==> src/rtl/seg7_pkg.sv <==
// Shared segment definitions for the 7-segment scan controller: bit positions,
// the hex decode table (active-high, segment a on bit 0) and the per-slot scan state.
package seg7_pkg;

  localparam int SEG_A = 0;
  localparam int SEG_B = 1;
  localparam int SEG_C = 2;
  localparam int SEG_D = 3;
  localparam int SEG_E = 4;
  localparam int SEG_F = 5;
  localparam int SEG_G = 6;

  localparam logic [6:0] SEG_TABLE [16] = '{
    7'h3F, 7'h06, 7'h5B, 7'h4F,   // 0 1 2 3
    7'h66, 7'h6D, 7'h7D, 7'h07,   // 4 5 6 7
    7'h7F, 7'h6F, 7'h77, 7'h7C,   // 8 9 A b
    7'h39, 7'h5E, 7'h79, 7'h71    // C d E F
  };

  typedef enum logic {
    GUARD = 1'b0,
    DRIVE = 1'b1
  } scan_state_e;

endpackage

==> src/rtl/seg_hex_decoder.sv <==
// Combinational hex nibble to active-high segment pattern, segment a on bit 0
// through segment g on bit 6.
module seg_hex_decoder
  import seg7_pkg::*;
(
  input  logic [3:0] nibble,
  output logic [6:0] seg
);

  logic [6:0] pattern;

  assign pattern = SEG_TABLE[nibble];
  assign seg = {pattern[SEG_G], pattern[SEG_F], pattern[SEG_E], pattern[SEG_D],
                pattern[SEG_C], pattern[SEG_B], pattern[SEG_A]};

endmodule

==> src/rtl/seven_seg_scan_ctrl.sv <==
// Time-multiplexed N-digit common-anode 7-segment scan controller with a tear-free
// frame buffer. Define SEG7_LZB_EN to enable leading-zero blanking at commit.
module seven_seg_scan_ctrl
  import seg7_pkg::*;
#(
  parameter int CLK_FREQ     = 100_000_000,
  parameter int REFRESH_HZ   = 1_000,
  parameter int NUM_DIGITS   = 4,
  parameter int GUARD_CYCLES = 16
) (
  input  logic                    clk,
  input  logic                    rst_n,
  input  logic                    wr_valid,
  output logic                    wr_ready,
  input  logic [4*NUM_DIGITS-1:0] wr_data,
  input  logic [NUM_DIGITS-1:0]   wr_dp,
  input  logic [NUM_DIGITS-1:0]   wr_blank,
  output logic [6:0]              seg_n,
  output logic                    dp_n,
  output logic [NUM_DIGITS-1:0]   an_n,
  output logic                    frame_done
);

  localparam int SLOT_CYCLES = CLK_FREQ / (REFRESH_HZ * NUM_DIGITS);
  localparam int CNT_W       = $clog2(SLOT_CYCLES);
  localparam int DIG_W       = (NUM_DIGITS > 1) ? $clog2(NUM_DIGITS) : 1;
  localparam logic [CNT_W-1:0] CNT_LAST  = CNT_W'(SLOT_CYCLES - 1);
  localparam logic [CNT_W-1:0] GUARD_END = CNT_W'(GUARD_CYCLES);
  localparam logic [DIG_W-1:0] DIG_LAST  = DIG_W'(NUM_DIGITS - 1);

  generate
    if (SLOT_CYCLES <= GUARD_CYCLES + 1) begin : g_bad_slot
      $error("seven_seg_scan_ctrl: SLOT_CYCLES must exceed GUARD_CYCLES+1");
    end
    if (NUM_DIGITS < 1 || NUM_DIGITS > 8) begin : g_bad_digits
      $error("seven_seg_scan_ctrl: NUM_DIGITS must be 1..8");
    end
  endgenerate

  logic [CNT_W-1:0]        slot_cnt_reg, slot_cnt_next;
  logic [DIG_W-1:0]        digit_reg, digit_next;
  scan_state_e             state_reg, state_next;
  logic                    frame_end;

  logic                    pending_valid_reg;
  logic [4*NUM_DIGITS-1:0] pending_data_reg, frame_data_reg, src_data;
  logic [NUM_DIGITS-1:0]   pending_dp_reg, frame_dp_reg, src_dp;
  logic [NUM_DIGITS-1:0]   pending_blank_reg, frame_blank_reg, src_blank;
  logic [NUM_DIGITS-1:0]   lzb_mask;
  logic                    commit;

  logic [3:0]              nibble;
  logic [6:0]              seg_pattern;
  logic [NUM_DIGITS-1:0]   an_n_next;
  logic [6:0]              seg_n_next;
  logic                    dp_n_next;

  always_ff @(posedge clk or negedge rst_n) begin
    if (!rst_n) begin
      slot_cnt_reg <= '0;
      digit_reg    <= '0;
      state_reg    <= GUARD;
    end else begin
      slot_cnt_reg <= slot_cnt_next;
      digit_reg    <= digit_next;
      state_reg    <= state_next;
    end
  end

  always_comb begin
    slot_cnt_next = slot_cnt_reg + 1'b1;
    digit_next    = digit_reg;
    frame_end     = 1'b0;
    state_next    = state_reg;
    if (slot_cnt_reg == CNT_LAST) begin
      slot_cnt_next = '0;
      digit_next    = (digit_reg == DIG_LAST) ? '0 : digit_reg + 1'b1;
      frame_end     = (digit_reg == DIG_LAST);
    end
    case (state_reg)
      GUARD:   if (slot_cnt_next >= GUARD_END) state_next = DRIVE;
      DRIVE:   if (slot_cnt_next <  GUARD_END) state_next = GUARD;
      default: state_next = GUARD;
    endcase
  end

`ifdef SEG7_LZB_EN
  logic seen_nonzero;
  // Walk down from the top digit; everything above the first nonzero nibble goes dark.
  always_comb begin
    lzb_mask     = '0;
    seen_nonzero = 1'b0;
    for (int i = NUM_DIGITS - 1; i > 0; i--) begin
      if (pending_data_reg[4*i +: 4] != 4'h0) seen_nonzero = 1'b1;
      lzb_mask[i] = ~seen_nonzero;
    end
  end
`else
  assign lzb_mask = '0;
`endif

  assign wr_ready = ~pending_valid_reg;
  assign commit   = frame_done & pending_valid_reg;

  always_ff @(posedge clk or negedge rst_n) begin
    if (!rst_n) begin
      pending_valid_reg <= 1'b0;
      pending_data_reg  <= '0;
      pending_dp_reg    <= '0;
      pending_blank_reg <= '0;
      frame_data_reg    <= '0;
      frame_dp_reg      <= '0;
      frame_blank_reg   <= '1;
    end else begin
      if (commit) begin
        frame_data_reg    <= pending_data_reg;
        frame_dp_reg      <= pending_dp_reg;
        frame_blank_reg   <= pending_blank_reg | lzb_mask;
        pending_valid_reg <= 1'b0;
      end
      if (wr_valid && wr_ready) begin
        pending_valid_reg <= 1'b1;
        pending_data_reg  <= wr_data;
        pending_dp_reg    <= wr_dp;
        pending_blank_reg <= wr_blank;
      end
    end
  end

  // On the commit cycle the incoming frame is already the one being scanned.
  assign src_data  = commit ? pending_data_reg : frame_data_reg;
  assign src_dp    = commit ? pending_dp_reg : frame_dp_reg;
  assign src_blank = commit ? (pending_blank_reg | lzb_mask) : frame_blank_reg;
  assign nibble    = src_data[{digit_reg, 2'b00} +: 4];

  seg_hex_decoder u_decoder (
    .nibble (nibble),
    .seg    (seg_pattern)
  );

  always_comb begin
    an_n_next  = '1;
    seg_n_next = '1;
    dp_n_next  = 1'b1;
    if (state_reg == DRIVE && !src_blank[digit_reg]) begin
      an_n_next[digit_reg] = 1'b0;
      seg_n_next           = ~seg_pattern;
      dp_n_next            = ~src_dp[digit_reg];
    end
  end

  always_ff @(posedge clk or negedge rst_n) begin
    if (!rst_n) begin
      an_n       <= '1;
      seg_n      <= '1;
      dp_n       <= 1'b1;
      frame_done <= 1'b0;
    end else begin
      an_n       <= an_n_next;
      seg_n      <= seg_n_next;
      dp_n       <= dp_n_next;
      frame_done <= frame_end;
    end
  end

endmodule
==> config.mk <==
export PLATFORM = sky130hd
export DESIGN_NAME = seven_seg_scan_ctrl
export DESIGN_NICKNAME = d
export VERILOG_FILES = /design/src/rtl/seg7_pkg.sv /design/src/rtl/seg_hex_decoder.sv /design/src/rtl/seven_seg_scan_ctrl.sv
export SDC_FILE = /design/constraint.sdc
export NUM_CORES = 1
export LEC_CHECK = 0
export ABC_AREA = 0
export BUFFER_PORTS_ARGS = -buffer_cell sky130_fd_sc_hd__buf_2
export CAP_MARGIN = 30
export CORE_ASPECT_RATIO = 1.2
export CORE_UTILIZATION = 46
export DETAILED_ROUTE_END_ITERATION = 16
export PLACE_DENSITY = 0.68
export SYNTH_ARGS = -nofsm -noshare
export SYNTH_HDL_FRONTEND = slang
export SYNTH_HIERARCHICAL = 1
export SYNTH_SLANG_ARGS = --single-unit
==> constraint.sdc <==
create_clock -name clk -period 2.6 [get_ports clk]
set_clock_uncertainty 0.05 [all_clocks]
set_input_delay 0.13 -clock clk [delete_from_list [all_inputs] [get_ports clk]]
set_output_delay 0.13 -clock clk [all_outputs]
set_load 0.03 [all_outputs]
==> run metrics, run 1 <==
Pwr Density=534 nW/µm²; TritonCTS clock tree=built; Clock Tree Root=clkbuf_8; Die Area=around 8400 µm²; status=complete, no violations; Final GP Congestion=0.780; max-slew violations=0; Antenna Cells=0; gate count after technology mapping=280; final setup fails=0; Least-Margin Pin Slew=0.636 ns; CP Launch Type=flip-flop; Cell variety after synth=48; Reg2Reg Setup Slack=0.09 ns; IO Pins=41; share of cells above drive strength 1=42.5%; Initial DRC Count=102; total grt overflow=0; synthesis-to-finish area growth=23.1%; smallest hold slack=0.292 ns; maximum vdd ir drop=roughly 300 µV; clock latency on the worst-skew pair=0.35 ns; Wirelength per Cell=14.8 µm; CTS H-tree lvls=3; FF+latch count, synth=80; gr usage total=17.7%; row count=35; router iterations before antenna repair=4; Final Hold Viols=0; synthesized net count=about 320; Critical Path Sink Type=flip-flop; Leakage=2.11 nW; core area=between 7000 and 8000 µm²; via count=between 2k and 2.5k; placed cell count=410; NumNets Final=401; syn_area_per_cell=13.2 µm²; final std cells w/o fill=459; sequential share of the synthesized area=between 50% and 60%; Die H=100 µm; number of buffers and inverters on the critical path=1; ys flop type=dfrtp_1; reg-to-reg endpoint=seg_n[3]; ANT nets after route=0; Longest Clk Path Bufs=2; Worst EP arrival=2.75 ns; cell family contributing the most delay on the critical path=multiplexers; Critical Path Fanout Max=13; I/O Buffers=40; HPWL Detailed=4520 µm; Worst R2R Path Depth=7; Crit-path slowest cell=mux4_2; crit path kind=reg -> reg; DR vias/cell=5.12; Fillers=623; via count of the first global-routing pass=2406; crit-path cells=nand2_8, mux2_2, mux4_2, inv_2, ha_1, mux4_1, nand2_1; Fmax=0.398 GHz; Worst Path Required=about 2.8 ns; final cycle utilization of the critical path=96.6%; clock sink total=80; asr flop ratio synth=100%; initial antenna violation count=0; Max-Cap Viols=0; Initial Utilization=47.9%; Mapped Area=3690 µm²; DRC violations left=0; hold crit path type=in -> async; CP peak stage delay=0.53 ns; setup tns final=0 ns; final WL=between 6000 and 7000 µm; CTS buffer count=9; Slew headroom=between 50% and 60%; first-pass GRT wire length=11500 µm; final core utilization=59.0%; largest net degree at the start of global routing=52; Ys Warns=6; shortest period the worst path allows=2.51 ns; Clock Pin Slew Worst Setup and Hold Paths=0.08 ns; number of synthesized flops with an enable pin=0; launching point of the worst reg2reg path=pending_valid_reg; die width=83.8 µm
## stage by stage
step	worst slack, ns	power (mW)	instance area [µm²]
final	0.0885	2.43	4550
after global routing	-0.0110	2.53	4550
after CTS	0.0198	2.45	4480
after detailed placement	0.0414	1.44	4010
after global placement	0.0955	1.43	4010
after floorplan	0.00616	1.37	3700
## layout make-up
cell class                      instances  area (µm²)  share of cell area (%)
Sequential cell                        80        2020                    44.5
Multi-Input combinational cell        179        1570                    34.5
Timing Repair Buffer                   83         591                    13.0
Clock buffer                           11         131                    2.89
Tap cell                               92         115                    2.53
Clock inverter                          5        81.3                    1.79
Inverter                                9        33.8                   0.743
## cell usage after synthesis, types with 3 or more instances
| cell | count | area share (%) |
|---|---|---|
| a21oi_1 | 5 | 0.68 |
| buf_2 | 4 | 0.54 |
| buf_4 | 3 | 0.61 |
| buf_6 | 3 | 0.91 |
| dfrtp_1 | 64 | 43 |
| dfstp_2 | 16 | 11 |
| ha_1 | 12 | 4.1 |
| inv_1 | 9 | 0.91 |
| mux2_2 | 48 | 15 |
| mux2_4 | 3 | 1.2 |
| mux4_2 | 5 | 3.0 |
| nand2_1 | 21 | 2.1 |
| nand3_1 | 7 | 0.95 |
| nand4_1 | 3 | 0.51 |
| nor2_1 | 17 | 1.7 |
| nor3_1 | 4 | 0.54 |
| o21ai_0 | 5 | 0.68 |
| or3_1 | 3 | 0.51 |
| xnor2_1 | 7 | 1.7 |
| xor2_1 | 7 | 1.7 |
## worst register-to-register path, stage by stage, from the launching register on
cell and delay (ns):
dfrtp_2 0.45, nand2_8 0.14, mux2_2 0.36, mux4_2 0.53, inv_2 0.11, ha_1 0.25
mux4_1 0.49, nand2_1 0.07
## cell usage in the layout, fill, tap and decap left out, drive strengths merged, types with 3 or more instances in the layout
cell         Yosys  final
dlygate4sd3      0     26
a21oi            5      5
dfstp           16     16
xor2             7      7
o21ai            5      5
or3              3      3
inv              9      9
clkbuf           2     11
nor2            17     17
nand2           22     22
nand4            4      4
mux4             6      6
mux2            51     51
xnor2            7      7
nand3            8      8
ha              12     12
nor3             5      5
buf             10     57
dfrtp           64     64
## what timing repair did
action / CTS / global route
buffers inserted: 0 / 7
resized for setup: 0 / 2
endpoints found under the setup margin: 0 / 1
hold buffers: 26 / 0
endpoints found under the hold margin: 65 / 0
## cells by family (layout without fill, tap and decap cells)
family	after synthesis	after routing	share of synthesized area (%)
mux	59	59	20.2
simple gates	73	73	10.6
xor+xnor	14	14	3.32
compound gates	21	21	3.90
flops	80	80	54.8
fa+ha+maj	12	12	4.07
buf+inv	21	108	3.19
## worst max-delay path by stage
stage                     cells after the start              start  slack, ns        to
after CTS                                     7         frame_done       0.02  seg_n[3]
after floorplan                               8         frame_done      0.006  seg_n[3]
final                                         7  pending_valid_reg       0.09  seg_n[3]
after global routing                          7  pending_valid_reg      -0.01  seg_n[3]
after detailed placement                      7         frame_done       0.04  seg_n[3]
after global placement                        7         frame_done        0.1  seg_n[3]
## power by group
group	leakage (nW)	switching (mW)	internal [mW]
registers	0.987	0.0269	1.29
logic	1.02	0.0441	0.0762
clock network	0.104	0.444	0.542
total	2.11	0.514	1.91
## layer usage
metal	track usage [%]	vias up	share of wire, %
li1	-	1142	-
met1	22.8	1164	45
met2	29.2	36	51
met3	3.95	6	2.7
met4	7.30	0	0.81
met5	0	-	0
Note: power is estimated with default switching activity, not from simulation.
==> run 2: changes to the inputs <==
==> constraint.sdc (replaced) <==
create_clock -name clk -period 2.6 [get_ports clk]
set_clock_uncertainty 0.05 [all_clocks]
set_input_delay 0.26 -clock clk [delete_from_list [all_inputs] [get_ports clk]]
set_output_delay 0.26 -clock clk [all_outputs]
set_load 0.03 [all_outputs]
==> run 2 against run 1 <==
Sequential power about the same. Worst hold slack worse by 0.20 ns. Register-to-register slack improved by 0.02 ns. Worst setup slack better by 0.017 ns. First-iteration DRC count is 11% lower. Die area unchanged.
==> run metrics, run 2 (same netlist as run 1, synthesis figures left out) <==
first-pass GRT wire length=11200 µm (-2.7%); Critical Path Fanout Max=5 (-8); Die Area=8390 µm² (unchanged); share of cells above drive strength 1=45.6% (+3.1 points); Antenna Cells=0 (unchanged); Logic pwr share=4.0% (-1.0 points); area of the multi-input gates=1590 µm² (+1.1%); via count of the first global-routing pass=2321 (-3.5%); CTS buffer count=9 (unchanged); ANT nets after route=0 (unchanged); Longest Clk Path Bufs=2 (unchanged); CP Launch Type=flip-flop; Initial DRC Count=91 (-11%); final std cells w/o fill=434 (-5.4%); Fmax=0.401 GHz (+0.67%); final setup fails=0 (unchanged); router iterations before antenna repair=4 (unchanged); clock sink total=80 (unchanged); Clk pwr share=38.6% (-2.0 points); HPWL Detailed=4580 µm (+1.4%); maximum vdd ir drop=263 µV (-11%); overall power=2.30 mW (-5.2%); CTS H-tree lvls=3 (unchanged); core area=7710 µm² (unchanged); Max-Cap Viols=0 (unchanged); via count=2262 (-3.7%); hold crit path type=in -> reg; Clock Pin Slew Worst Setup and Hold Paths=0.08 ns (about the same); die width=83.8 µm (unchanged); most frequent cells in the layout=dfrtp_1, mux2_2, buf_2; Worst Path Required=2.81 ns (-0.03 ns); NumNets Final=376 (-6.2%); gr usage total=17.4% (-0.31 points); Least-Margin Pin Slew=0.653 ns (+0.0167 ns); Slew headroom=56.5% (-1.1 points); NetSw=0.505 mW (-1.8%); sequential cell area=2020 µm² (unchanged); I/O Buffers=40 (unchanged); total grt overflow=0 (unchanged); Fillers=666 (+6.9%); IO Pins=41 (unchanged); max-slew violations=0 (unchanged); row count=35 (unchanged); synthesis-to-finish area growth=16.1%; largest net degree at the start of global routing=54 (+3.8%); Final GP Congestion=0.765 (-1.8%); share of power burned in registers=57.4% (+3.0 points); commonest non-fill, non-tap cell in the layout=dfrtp_1; Die H=100 µm (unchanged); Leakage=1.99 nW (-5.5%); switching share of power=22.0% (+0.77 points); status=complete, no violations; TritonCTS clock tree=built; Wirelength per Cell=15.9 µm (+7.5%); Final Hold Viols=0 (unchanged); placed cell count=410 (unchanged); DR vias/cell=5.21 (+1.9%); Pwr Density=536 nW/µm² (+0.55%); Critical Path Sink Type=flip-flop; DRC violations left=0 (unchanged); Worst EP arrival=2.71 ns (-0.04 ns); shortest period the worst path allows=2.49 ns (-0.0167 ns); final cycle utilization of the critical path=96.0% (-0.64 points); initial antenna violation count=0 (unchanged); final WL=6890 µm (+1.6%); Clock Tree Root=clkbuf_8; Initial Utilization=47.9% (unchanged); internal power=1.79 mW (-6.1%); clock latency on the worst-skew pair=0.34 ns (about the same); crit path kind=reg -> reg
==> run 2: final timing paths <==
path / startpoint / endpoint / slack (ns) / depth (start not counted)
worst max register to register: pending_valid_reg / seg_n[5] / 0.11 / 8
worst min-delay path: wr_data[12] / pending_data_reg[12] / 0.09 / 2
max in group asynchronous: rst_n / seg_n[6] / 1.31 / 3
worst min register to register: frame_dp_reg[0] / frame_dp_reg[0] / 0.45 / 1
min in group asynchronous: rst_n / pending_dp_reg[3] / 0.43 / 2
worst max-delay path: pending_valid_reg / seg_n[5] / 0.11 / 8
==> run 2: layout make-up <==
cell class / count / share of cell area (%)
clock buffers: 12 / 3.15
clock inverters: 4 / 1.28
inverters: 9 / 0.847
multi-input cells: 180 / 37.0
flip-flops and latches: 80 / 47.2
well taps: 92 / 2.69
repair buffers: 57 / 7.77
==> run 2: power by group through the flow <==
stage	Combinational [mW]	Sequential, mW	Clock, mW
2_1_floorplan	0.0425	1.33	0
3_3_place_gp	0.0898	1.34	0
3_5_place_dp	0.0943	1.35	0
4_1_cts	0.0956	1.32	0.913
5_1_grt	0.104	1.33	0.965
6_report	0.0917	1.32	0.888
==> run 2: metrics by stage <==
step                TNS [ns]  cell area (µm²)  worst slack (ns)  utilization [%]  hold WS [ns]
CTS                        0             4210            0.0142             54.6        0.0779
finish                     0             4290             0.105             55.6        0.0933
floorplan                  0             3700           0.00616                -       -0.0856
global placement           0             4010            0.0947             52.0         0.286
global route         -0.0146             4290           -0.0104             55.6        0.0744
detailed placement         0             4010            0.0428             52.0         0.293
==> run 2: worst max-delay path: stages, from the launching register on <==
cell,delay [ns]
dfrtp_2,0.48
nand2_4,0.13
mux2_2,0.35
mux4_2,0.50
buf_4,0.17
ha_1,0.25
mux2_2,0.28
a21oi_1,0.14
nand2_1,0.06
==> run 2: what timing repair did <==
item / CTS / global route
buffers inserted: 0 / 6
endpoints found under the hold margin: 43 / 0
setup endpoints to repair: 0 / 1
hold buffers: 1 / 0
gates resized for setup: 0 / 5
==> run 2: layer usage <==
layer | track usage [%] | share of wire, % | routed length, µm | vias to the layer above
met5 | 0 | 0 | 0 | -
met4 | 9.39 | 1.7 | 119 | 0
met3 | 2.80 | 2.6 | 182 | 9
met2 | 28.3 | 49 | 3400 | 45
met1 | 22.5 | 46 | 3180 | 1115
li1 | - | - | - | 1093
==> run 3: changes to the inputs <==
Settings changed: ABC_AREA 0 to 1, PLACE_DENSITY 0.68 to 0.67.
==> run 3 against run 2 <==
Critical path type unchanged. Highest routed layer unchanged. Flip-flop and latch count unchanged. Via count up 28%. Clock power up 6.5%. Routed wire length grew 10%. Worst hold slack worse by 0.018 ns. Critical path depth rose by 4. Count of clock-buffer cells in the layout down 2. Synthesized area is 5.7% higher. Sequential share of layout area shrank 1.6 points. First-iteration DRC count increased by 90%. Global-route usage increased by 1.8 points. Combinational power is 49% lower.
==> run metrics, run 3 <==
gr usage total=19.2% (+1.8 points); Mapped Area=3900 µm² (+5.7%); via count=2891 (+28%); commonest non-fill, non-tap cell in the layout=nand2_1; gate count after technology mapping=428 (+53%); top post-synthesis cells by area=dfrtp_1, dfstp_2, nand2_1; internal power=1.74 mW (-3.3%); share of cells above drive strength 1=25.5% (-20 points); synthesis-to-finish area growth=13.6%; Least-Margin Pin Slew=0.648 ns (-0.00444 ns); Ys Warns=6 (unchanged); sequential share of the synthesized area=51.8% (-2.9 points); number of synthesized flops with an enable pin=0 (unchanged); core area=8150 µm² (+5.8%); ANT nets after route=0 (unchanged); share of power burned in registers=55.6% (-1.8 points); initial antenna violation count=0 (unchanged); CP Launch Type=flip-flop; CTS buffer count=9 (unchanged); overall power=2.24 mW (-2.7%); Final Cell Area=4430 µm² (+3.4%); CTS resizes=0 (unchanged); maximum vdd ir drop=247 µV (-6.0%); Post-DP Area=4220 µm² (+5.1%); Worst EP arrival=2.51 ns (-0.20 ns); clock sink total=80 (unchanged); IO Pins=41 (unchanged); crit-path cells=nand2_4, nand2_1, nand2_1, o21ai_0, o22ai_1, inv_1, ha_1, nand2_1, o21ai_0, nand2_1, nand2_1, nand3_1; most used cell, CP=nand2_1; placed cell count=575 (+40%); number of setup buffers added after CTS=0 (unchanged); Fmax=0.437 GHz (+8.9%); DRC violations left=0 (unchanged); TritonCTS clock tree=built; Die Area=8850 µm² (+5.5%); Critical Path Fanout Max=30 (+25); total grt overflow=0 (unchanged); ys flop type=dfrtp_1; NetSw=0.502 mW (-0.76%); cell family contributing the most delay on the critical path=simple AND/OR/NAND/NOR gates; Initial Utilization=47.9% (-0.054 points); Final GP Congestion=0.842 (+10%); I/O Buffers=40 (unchanged); Crit-path slowest cell=dfrtp_1; Wirelength per Cell=12.8 µm (-19%); Logic pwr share=2.1% (-1.9 points); Leakage=2.40 nW (+21%); max-slew violations=0 (unchanged); DR vias/cell=4.88 (-6.3%); hold crit path type=in -> reg; synthesized net count=467 (+46%); sequential cell area=2020 µm² (-0.12%); Pwr Density=505 nW/µm² (-5.9%); Clk pwr share=42.3% (+3.7 points); FF+latch count, synth=80 (unchanged); syn_area_per_cell=9.12 µm² (-31%); area of the multi-input gates=1590 µm² (about the same); crit path kind=reg -> reg; CP peak stage delay=0.41 ns (-0.09 ns); final cycle utilization of the critical path=88.1% (-7.9 points); Cell variety after synth=30 (-38%); share of Yosys cell area claimed by the top area cell type=41.1% (-2.3 points); row count=36 (+2.9%); count leader, synth=nand2_1; number of buffers and inverters on the critical path=1 (unchanged); switching share of power=22.4% (+0.44 points); Clock Tree Root=clkbuf_8; status=complete, no violations; Max-Cap Viols=0 (unchanged); clock latency on the worst-skew pair=0.36 ns (+0.02 ns); Slew headroom=56.6% (+0.14 points); first-pass GRT wire length=12900 µm (+15%); Antenna Cells=0 (unchanged); asr flop ratio synth=100% (unchanged); Worst Path Required=2.82 ns (about the same); top cells by count, synth=nand2_1, dfrtp_1, inv_1; post-synth top area cell=dfrtp_1; die width=86.1 µm (+2.7%); final setup fails=0 (unchanged); Post-CTS Hold Buffers=1 (unchanged); Critical Path Sink Type=flip-flop; largest net degree at the start of global routing=43 (-20%); via count of the first global-routing pass=2798 (+21%); setup tns final=0 ns (unchanged); Die H=103 µm (+2.7%); most frequent cells in the layout=nand2_1, dfrtp_1, inv_1; HPWL Detailed=5430 µm (+18%); final std cells w/o fill=592 (+36%); Fillers=745 (+12%); Final Hold Viols=0 (unchanged); final WL=7580 µm (+10%); Clock Pin Slew Worst Setup and Hold Paths=0.08 ns (about the same); shortest period the worst path allows=2.29 ns (-0.204 ns); router iterations before antenna repair=5 (+1); Initial DRC Count=173 (+90%); RSZ-0062 raised after global routing=no; NumNets Final=512 (+36%); CTS H-tree lvls=3 (unchanged); Longest Clk Path Bufs=2 (unchanged)
==> run 3: cell types whose count changed after synthesis, sizes merged, moves of 7 or more <==
cell / delta
o21ai: +14
nor2: +20
xnor2: -7
inv: +43
mux2: -25
nand3: +37
nand2: +93
==> run 3: worst paths after layout <==
check                                       start                   end  slack [ns]  cells after the start
worst min register to register  frame_data_reg[2]     frame_data_reg[2]        0.43                      2
worst min-delay path                  wr_data[12]  pending_data_reg[12]        0.07                      2
min in group asynchronous                   rst_n  pending_blank_reg[0]        0.36                      2
worst max-delay path                   frame_done              seg_n[3]        0.31                     12
worst max register to register         frame_done              seg_n[3]        0.31                     12
max in group asynchronous                   rst_n              seg_n[3]        1.51                      3
==> run 3: worst reg2reg max path: stages (launching register included) <==
cell     delay, ns
dfrtp_1       0.41
nand2_4       0.30
nand2_1       0.11
nand2_1       0.09
o21ai_0       0.07
o22ai_1       0.33
inv_1         0.17
ha_1          0.31
nand2_1       0.06
o21ai_0       0.11
nand2_1       0.07
nand2_1       0.06
nand3_1       0.07
==> run 3: power by group through the flow <==
stage / logic (mW) / clock network (mW) / registers [mW]
floorplan: 0.000390 / 0 / 1.27
global placement: 0.0438 / 0 / 1.27
detailed placement: 0.0484 / 0 / 1.27
CTS: 0.0496 / 0.970 / 1.24
global route: 0.0551 / 1.02 / 1.24
finish: 0.0465 / 0.946 / 1.24
==> run 3: cells by family after synthesis <==
group / Yosys count / share of synthesized area [%]
adders and majority gates: 12 / 3.85
DFF: 80 / 51.8
AOI/OAI and AO/OA: 34 / 5.13
xor gates and xnor gates: 1 / 0.225
and+or+nand+nor: 209 / 23.6
buffers and inverters: 66 / 7.47
muxes: 26 / 7.89
==> run 3: routing by layer <==
metal	up-vias	wire [µm]	GRT usage, %
li1	1460	-	-
met1	1355	3480	25.1
met2	62	3680	30.2
met3	14	271	3.12
met4	0	146	11.4
met5	-	0	0
==> run 3: layout make-up <==
type | instances | share of cell area (%)
timing repair buffer | 48 | 6.27
clock buffer | 10 | 3.11
clock inverter | 6 | 1.55
inverter | 52 | 4.40
sequential | 80 | 45.6
tap | 114 | 3.22
multi-input combinational | 282 | 35.8
==> run 3: per-stage QoR <==
stage	hold slack [ns]	utilization [%]	setup WS [ns]
after floorplan	-0.0856	-	0.179
final	0.0750	54.4	0.310
after detailed placement	0.224	51.7	0.305
after global placement	0.400	51.5	0.398
after CTS	0.0642	54.4	0.288
after global routing	0.0702	54.4	0.0993
